[src/rtl/minimig_eclk_pkg.sv]
`default_nettype none
// ============================================================================
//  Package     : minimig_eclk_pkg
//  Description : Shared definitions for E-clock consumers: bus-sequencer
//                state encoding, E phase landmarks and the one-hot eclk to
//                phase index encoder.
//  Revision    : 1.0  initial release
// ============================================================================
package minimig_eclk_pkg;

  // Synchronous (6800-style) bus cycle sequencer states
  typedef enum logic [2:0] {
    ST_IDLE      = 3'd0,
    ST_WAIT_SYNC = 3'd1,
    ST_VMA       = 3'd2,
    ST_E_HI      = 3'd3,
    ST_ACK       = 3'd4
  } state_t;

  localparam int E_PHASES   = 10;  // 7MHz periods per E period
  localparam int E_HI_FIRST = 6;   // first phase with E high
  localparam int E_LAST     = 9;   // last phase of the E period

  // One-hot to index. On a malformed vector the highest set bit wins; callers
  // gate on the separate one-hot check, so that value is never acted upon.
  function automatic logic [3:0] eclk_index(input logic [E_PHASES-1:0] eclk);
    logic [3:0] idx;
    idx = 4'd0;
    for (int i = 0; i < E_PHASES; i++) begin
      if (eclk[i]) idx = i[3:0];
    end
    return idx;
  endfunction

endpackage
`default_nettype wire

[src/rtl/eclk_phase_dec.sv]
`default_nettype none
// ============================================================================
//  Module      : eclk_phase_dec
//  Description : Decodes the one-hot eclk phase enables into a phase index,
//                checks that the vector is one-hot and registers E itself.
//  Revision    : 1.0  initial release
//  Ports       : i_clk        28MHz clock
//                i_rst_n      asynchronous reset, active low
//                i_eclk       one-hot E phase enables
//                o_phase      encoded phase index (combinational)
//                o_onehot_ok  exactly one eclk bit set (combinational)
//                o_e_out      registered E clock, high during phases 6..9
// ============================================================================
module eclk_phase_dec
  import minimig_eclk_pkg::*;
(
  input  logic                i_clk,
  input  logic                i_rst_n,
  input  logic [E_PHASES-1:0] i_eclk,
  output logic [3:0]          o_phase,
  output logic                o_onehot_ok,
  output logic                o_e_out
);

  logic r_e_out;

  assign o_phase     = eclk_index(i_eclk);
  // x & (x-1) clears the lowest set bit: zero afterwards means at most one bit
  assign o_onehot_ok = (i_eclk != '0) &&
                       ((i_eclk & (i_eclk - 10'd1)) == '0);

  // E follows the phase stream every clk_28 cycle, independent of clk7_en
  always_ff @(posedge i_clk or negedge i_rst_n) begin
    if (!i_rst_n) r_e_out <= 1'b0;
    else          r_e_out <= |i_eclk[E_LAST:E_HI_FIRST];
  end

  assign o_e_out = r_e_out;

endmodule
`default_nettype wire

[src/rtl/eclk_bus_seq.sv]
`default_nettype none
// ============================================================================
//  Module      : eclk_bus_seq
//  Description : Sequences VPA/VMA synchronous peripheral cycles in step with
//                the E clock phase enables, between the CPU bus bridge and
//                the peripheral strobes. Flags malformed eclk and stalled
//                synchronisation.
//  Revision    : 1.0  initial release
//  Ports       : i_clk (clk_28)      28MHz clock
//                i_rst_n (_rst)      asynchronous reset, active low
//                i_clk7_en           7MHz enable, all FSM state advances on it
//                i_eclk[9:0]         one-hot E phase enables
//                i_req, i_rw, i_wdat CPU request (held until ack), direction,
//                                    write data
//                i_pdat_in           peripheral read data
//                o_e_out             E clock
//                o_vma, o_prw        peripheral address-valid and direction
//                o_pdat_out          registered write data
//                o_rdat              latched read data, valid with ack
//                o_ack               one-clk_28 completion pulse
//                o_err_tmo           sticky: synchronisation timed out
//                o_err_phase         sticky: eclk not one-hot on clk7_en
// ============================================================================
module eclk_bus_seq
  import minimig_eclk_pkg::*;
#(
  parameter int DW      = 16,
  parameter int LATE_PH = 2,
  parameter int TMO_E   = 4
) (
  input  logic                i_clk,
  input  logic                i_rst_n,
  input  logic                i_clk7_en,
  input  logic [E_PHASES-1:0] i_eclk,
  input  logic                i_req,
  input  logic                i_rw,
  input  logic [DW-1:0]       i_wdat,
  input  logic [DW-1:0]       i_pdat_in,
  output logic                o_e_out,
  output logic                o_vma,
  output logic                o_prw,
  output logic [DW-1:0]       o_pdat_out,
  output logic [DW-1:0]       o_rdat,
  output logic                o_ack,
  output logic                o_err_tmo,
  output logic                o_err_phase
);

  localparam int                c_cnt_w    = $clog2(TMO_E + 1);
  localparam logic [c_cnt_w-1:0] c_tmo_last = c_cnt_w'(TMO_E - 1);
  localparam logic [c_cnt_w-1:0] c_tmo_max  = c_cnt_w'(TMO_E);

  state_t               r_state, w_next;
  logic [c_cnt_w-1:0]   r_tmo_cnt;
  logic                 r_vma, r_prw, r_ack, r_err_tmo, r_err_phase, r_drop;
  logic [DW-1:0]        r_pdat_out, r_rdat;

  logic [3:0]           w_phase;
  logic                 w_onehot_ok, w_step;
  logic                 w_capture, w_cnt_inc, w_tmo, w_drop_set, w_rd_latch, w_ack;

  eclk_phase_dec u_phase_dec (
    .i_clk       (i_clk),
    .i_rst_n     (i_rst_n),
    .i_eclk      (i_eclk),
    .o_phase     (w_phase),
    .o_onehot_ok (w_onehot_ok),
    .o_e_out     (o_e_out)
  );

  // A malformed phase vector freezes the sequencer for that period
  assign w_step = i_clk7_en && w_onehot_ok;

  always_ff @(posedge i_clk or negedge i_rst_n) begin
    if (!i_rst_n) r_state <= ST_IDLE;
    else          r_state <= w_next;
  end

  always_comb begin
    w_next     = r_state;
    w_capture  = 1'b0;
    w_cnt_inc  = 1'b0;
    w_tmo      = 1'b0;
    w_drop_set = 1'b0;
    w_rd_latch = 1'b0;
    w_ack      = 1'b0;
    case (r_state)
      ST_IDLE: begin
        if (w_step && i_req) begin
          w_capture = 1'b1;
          // Early enough to fit VMA plus E-high into the current E period
          w_next    = (w_phase <= 4'(LATE_PH)) ? ST_VMA : ST_WAIT_SYNC;
        end
      end
      ST_WAIT_SYNC: begin
        if (w_step) begin
          if (!i_req) begin
            w_next = ST_IDLE;                    // nothing committed yet
          end else if (i_eclk[0]) begin
            w_next = ST_VMA;
          end else if (i_eclk[E_LAST]) begin
            if (r_tmo_cnt == c_tmo_last) begin
              w_tmo  = 1'b1;
              w_next = ST_IDLE;
            end else begin
              w_cnt_inc = 1'b1;
            end
          end
        end
      end
      ST_VMA: begin
        if (w_step) begin
          w_drop_set = !i_req;
          if (i_eclk[E_HI_FIRST]) w_next = ST_E_HI;
        end
      end
      ST_E_HI: begin
        if (w_step) begin
          w_drop_set = !i_req;
          if (i_eclk[E_LAST]) begin
            w_rd_latch = r_prw;
            w_next     = ST_ACK;
          end
        end
      end
      ST_ACK: begin
        // Leaves after a single clk_28 so ack cannot stretch across the
        // next clk7_en, where a fresh request may be sampled
        w_ack  = !r_drop && !w_drop_set && i_req;
        w_next = ST_IDLE;
      end
      default: w_next = ST_IDLE;
    endcase
  end

  always_ff @(posedge i_clk or negedge i_rst_n) begin
    if (!i_rst_n) begin
      r_tmo_cnt   <= '0;
      r_vma       <= 1'b0;
      r_prw       <= 1'b0;
      r_pdat_out  <= '0;
      r_rdat      <= '0;
      r_ack       <= 1'b0;
      r_err_tmo   <= 1'b0;
      r_err_phase <= 1'b0;
      r_drop      <= 1'b0;
    end else begin
      r_vma <= (w_next == ST_VMA) || (w_next == ST_E_HI);
      r_ack <= w_ack;
      if (w_capture) begin
        r_prw      <= i_rw;
        r_pdat_out <= i_wdat;
        r_tmo_cnt  <= '0;
        r_drop     <= 1'b0;
      end else begin
        if (w_cnt_inc && (r_tmo_cnt != c_tmo_max)) r_tmo_cnt <= r_tmo_cnt + 1'b1;
        if (w_drop_set) r_drop <= 1'b1;
      end
      if (w_rd_latch) r_rdat <= i_pdat_in;
      if (w_tmo) r_err_tmo <= 1'b1;
      if (i_clk7_en && !w_onehot_ok) r_err_phase <= 1'b1;
    end
  end

  assign o_vma       = r_vma;
  assign o_prw       = r_prw;
  assign o_pdat_out  = r_pdat_out;
  assign o_rdat      = r_rdat;
  assign o_ack       = r_ack;
  assign o_err_tmo   = r_err_tmo;
  assign o_err_phase = r_err_phase;

endmodule
`default_nettype wire

[config.mk]
export PLATFORM = sky130hd
export DESIGN_NAME = eclk_bus_seq
export DESIGN_NICKNAME = d
export VERILOG_FILES = /design/src/rtl/minimig_eclk_pkg.sv /design/src/rtl/eclk_phase_dec.sv /design/src/rtl/eclk_bus_seq.sv
export SDC_FILE = /design/constraint.sdc
export NUM_CORES = 1
export LEC_CHECK = 0
export CAP_MARGIN = 10
export CORE_MARGIN = 4
export CORE_UTILIZATION = 25
export CTS_CLUSTER_DIAMETER = 50
export CTS_CLUSTER_SIZE = 8
export DETAILED_ROUTE_END_ITERATION = 8
export GPL_TIMING_DRIVEN = 0
export MAX_ROUTING_LAYER = met4
export PLACE_DENSITY = 0.63
export SKIP_CTS_REPAIR_TIMING = 1
export SYNTH_ARGS = -nofsm -noshare
export SYNTH_HDL_FRONTEND = slang
export SYNTH_SLANG_ARGS = --single-unit
[constraint.sdc]
create_clock -name i_clk -period 4.2 [get_ports i_clk]
set_clock_uncertainty 0.05 [all_clocks]
set_input_delay 0.42 -clock i_clk [delete_from_list [all_inputs] [get_ports i_clk]]
set_output_delay 0.42 -clock i_clk [all_outputs]
set_load 0.01 [all_outputs]
After elaboration in Yosys (flattened, before gate mapping)
Index checks and enable logic that the tools add are counted.
Storage, ports and cells
  latch bits: 0
  memories kept: 0
  RAM bits: 0
  flip-flop bits (word level): 45
  memory bits (read-only): 0
Cells by class
  shift operators: 0
  div/mod/pow operators: 0
  muxes and demuxes: 45
  bitwise logic cells: 1
  $mul: 0
  magnitude comparators: 1
  add/sub/neg operators: 2
  equal/unequal tests: 8
  reductions and logical operators: 17
Operator list (count)
  2-to-1 mux 3 bit: 12
  2-to-1 mux 4 bit: 8
  2-to-1 mux 1 bit: 23
  equality test 3 x 2 -> 1 bit (second input constant): 5
  one-hot mux 3 bit (4 select lines): 1
  AND 10 bit: 1
  zero test 10 bit: 1
  nonzero test 10 bit: 1
  subtractor 10 x 1 -> 10 bit (second input constant): 1
  logical AND 1 bit: 6
  <= comparator 4 x 2 -> 1 bit (second input constant): 1
  nonzero test 2 bit: 2
  OR reduction 4 bit: 1
  adder 3 x 1 -> 3 bit (second input constant): 1
  equality test 3 x 1 -> 1 bit (second input constant): 1
  equality test 3 bit (second input constant): 1
  zero test 1 bit: 3
  zero test 3 bit: 1
  != test 3 bit (second input constant): 1
  2-to-1 mux 2 bit: 1
  OR reduction 2 bit: 1
  logical OR 1 bit: 1

Depth between registers and ports, before layout
  depth after elaboration: 15
  depth in mapped cells: 7
  gate-level depth less buffers: 7

Cells and area by module
A second synthesis with hierarchy kept.
Second synthesis, totals
  cell total of the unflattened synthesis: 165
  area, all modules: 2120.8 um2
By module, submodules not included
  eclk_bus_seq: seq. area each 1101.1 um2, area each 1915.6 um2, times used 1, cells an instance 134
  eclk_phase_dec: seq. area each 25.0 um2, area each 205.2 um2, times used 1, cells an instance 31

Least setup slack after synthesis
OpenSTA, ideal clock, no wires.
  path type: input-to-reg
  start point: input port i_eclk[1]
  end point: register r_pdat_out[0] (netlist: o_pdat_out[0])
  required time: 4.025 ns
  setup slack: 1.723 ns
  stages: 7
  arrival time: 2.303 ns
  path through: or4_4 > a221o_1 > nor2_2 > o2111ai_2 > nor2_4 > buf_6 > mux2_2
Between the ends
  longest elaborated chain between the ends: 8
Ends and longest elaborated chain
  from (decl): RTL line eclk_bus_seq.sv:34  | input logic [E_PHASES-1:0] i_eclk,
  subtractor 10 x 1 -> 10 bit: RTL line eclk_phase_dec.sv:30  | ((i_eclk & (i_eclk - 10'd1)) == '0);
  AND 10 bit: RTL line eclk_phase_dec.sv:30
  zero test 10 bit: RTL line eclk_phase_dec.sv:30
  logical AND 1 bit (*): RTL line eclk_phase_dec.sv:29  | assign o_onehot_ok = (i_eclk != '0) &&
  logical AND 1 bit (*): RTL line eclk_bus_seq.sv:72  | assign w_step = i_clk7_en && w_onehot_ok;
  logical AND 1 bit (*): RTL line eclk_bus_seq.sv:89  | if (w_step && i_req) begin
  2-to-1 mux 1 bit (*): RTL line eclk_bus_seq.sv:89
  2-to-1 mux 1 bit (*): RTL line eclk_bus_seq.sv:87  | case (r_state)
  to (signal assigned): RTL line eclk_bus_seq.sv:152  | r_pdat_out <= i_wdat;
  to (decl): RTL line eclk_bus_seq.sv:56  | logic [DW-1:0] r_pdat_out, r_rdat;
Every way passes the cells marked *; elsewhere a longest branch is shown, timed or not.
A chain may end at the register's enable or synchronous reset.

Final worst setup path
  start point: input port i_eclk[0]
  end point: register r_pdat_out[3] (netlist: o_pdat_out[3])
The elaborated chain is that of the path after synthesis.

==> results.json <==
{
  "coreArea_um2": 7810,
  "synth_area_leader_cell": "dfrtp_1",
  "vias": 1580,
  "ys_seq_area_share_pct": 55.6,
  "avgSynthCellArea_um2": 13.5,
  "dp_slack_ns": 0.922,
  "syn_area_um2": 2030,
  "synth_top_area_share_pct": 55.6,
  "relSlewSlack_pct": 61.8,
  "max-clock-path-buffers": 2,
  "cts-root-buf": "clkbuf_8",
  "start_util_pct": 26.0,
  "path_clk_slew_ns": 0.08,
  "crit_required_ns": 4.33,
  "drc": 0,
  "finalSetupViolCount": 0,
  "die_w_um": 98.0,
  "grtUsageTotal_pct": 10.3,
  "start_kind": "primary input",
  "yosysMostFrequentCell": "dfrtp_1",
  "drv_cap": 0,
  "ios": 85,
  "grt_setup_unrepaired": "false",
  "synth_edf_count": 0,
  "dr_wl_met3_um": 321,
  "routedWlPerCell_um": 13.6,
  "arrival_ns": 3.07,
  "min_path_cells": 1,
  "grt_max_degree": 39,
  "areaGrowthSynthToFinish_pct": 54.5,
  "viasPerCell": 4.57,
  "cts_sinks": 45,
  "worst_slack_ns": 1.26,
  "worstMarginPinSlew_ns": 0.573,
  "status": "complete, no violations",
  "grt_pass1_wl_um": 7890,
  "crit_path_end_kind": "flip-flop",
  "dieArea_um2": 9610,
  "drt_wl_total_um": 4700,
  "diodes": 0,
  "synth_warnings": 0,
  "worst_path_largest_cell_delay_ns": 0.58,
  "period_share_pct": 70.1,
  "p_leak_nw": 1.37,
  "numCtsBuffers": 5,
  "finalHoldViolCount": 0,
  "hold_class": "flip-flop to flip-flop",
  "power_mw": 0.860,
  "crit_type": "primary input to flip-flop",
  "cts_max_level": 2,
  "grt_antenna_before_repair": 0,
  "synth-main-ff-cell": "dfrtp_1",
  "port-buffer-count": 84,
  "gr-total-overflow": 0,
  "wl_met2_um": 2280,
  "power.density_nw_per_um2": 274,
  "async_flop_share_pct": 100,
  "nets": 293,
  "topRoutingLayerUsed": "met4",
  "wl_met1_um": 2060,
  "critPathMaxFanout": 10,
  "place_congestion": 0.741,
  "r2r_cells": 5,
  "antenna_left": 0,
  "synthDistinctLibCells": 39,
  "dr.pass1.iters": 4,
  "crit_chain": "clkdlybuf4s50_1 > or4_4 > a221o_1 > nor2_2 > o2111ai_2 > nor2_4 > buf_6 > mux2_2",
  "ys_top_cells_by_count": "dfrtp_1 (45), mux2_2 (22), mux2_4 (10), nand2_1 (7), o21ai_0 (7)",
  "drive_above_1_share_pct": 21.3,
  "hpwl_um": 3610,
  "ir_worst_vdd_mv": 0.125,
  "timing.setup.tns_ns": 0,
  "fin_crit_ns": 2.94,
  "cts_tree": "built",
  "critPathSlowestCell": "or4_4",
  "fmax_mhz": 340,
  "grt_pass1_vias": 1624,
  "synth_nets": 200,
  "ys_ff_latch": 45,
  "yosys-top-cells-area": "dfrtp_1 (56%), mux2_2 (12%), mux2_4 (7.4%)",
  "die_h_um": 98.0,
  "clk-insertion-delay-late_ns": 0.29,
  "syn_inst": 150,
  "drt-initial-drc-count": 53,
  "slew_viol_final": 0,
  "fp-row-count": 32
}
critical path: cells and delay by family:
kind | cells | cell delay (ns)
AOI/OAI and AO/OA | 2 | 0.52
buffers and inverters | 2 | 0.71
muxes | 1 | 0.34
and+or+nand+nor | 3 | 1.07
metal layers:
metal	GRT usage [%]	vias up
met5	-	-
met3	3.00	6
li1	-	750
met2	16.6	53
met1	12.7	771
met4	2.56	0
cell type report:
| class | instances | area (µm²) |
|---|---|---|
| Clock buffer | 6 | 72.6 |
| Multi-Input combinational cell | 97 | 856 |
| Tap cell | 102 | 128 |
| Buffer | 2 | 22.5 |
| Clock inverter | 2 | 38.8 |
| Fill cell | 756 | 4680 |
| Inverter | 6 | 22.5 |
| Sequential cell | 45 | 1130 |
| Timing Repair Buffer | 86 | 866 |
placed cells by master (no fill, tap or decap), drive strengths merged, types with 2 or more instances in the layout:
| master | instances |
|---|---|
| nor2 | 6 |
| buf | 4 |
| ha | 3 |
| mux2 | 33 |
| o211ai | 2 |
| o31ai | 2 |
| or4 | 2 |
| clkbuf | 6 |
| nor4 | 3 |
| nand2 | 7 |
| nor3 | 3 |
| or2 | 2 |
| clkdlybuf4s50 | 83 |
| a21oi | 3 |
| nand3 | 4 |
| o2111ai | 2 |
| or3 | 2 |
| dfrtp | 45 |
| a211o | 2 |
| o2bb2ai | 2 |
| inv | 6 |
| o21ai | 7 |
metrics by stage:
step	cells	util [%]	hold WS [ns]	cell area, µm²
2_1_floorplan	150	-	0.0744	2030
3_3_place_gp	336	38.4	0.370	3000
3_5_place_dp	337	38.6	0.235	3010
4_1_cts	345	40.0	-0.0919	3120
5_1_grt	346	40.1	0.434	3130
6_report	346	40.1	0.386	3130
power breakdown:
group	switching [mW]	internal, mW	total [mW]
Sequential	0.00482	0.440	0.445
Clock	0.140	0.179	0.318
Combinational	0.0356	0.0606	0.0963
final timing paths:
check	from	to	slack, ns
max	i_eclk[0]	o_pdat_out[3]	1.26
min	r_drop	o_ack	0.39
max reg2reg	r_state[1]	o_pdat_out[3]	2.28
min reg2reg	r_drop	o_ack	0.39
max in group asynchronous	i_rst_n	o_rdat[3]	3.18
min in group asynchronous	i_rst_n	o_pdat_out[1]	0.45
flip-flops by register name (all words and copies together) (netlist names), 3 cells and up:
register,count
o_pdat_out,16
r_state,3
r_tmo_cnt,3
o_rdat,16
kinds of logic (layout without fill, tap and decap cells):
logic type	Yosys count	count (layout)	share of synthesized area, %
AO/OA/AOI/OAI	28	28	10.3
adder cells (fa/ha/maj)	3	3	1.85
buffers and inverters	8	102	2.22
flip-flops	45	45	55.6
multiplexers	33	33	20.2
AND/OR/NAND/NOR	33	33	9.88
(Power assumes the default switching activity.)
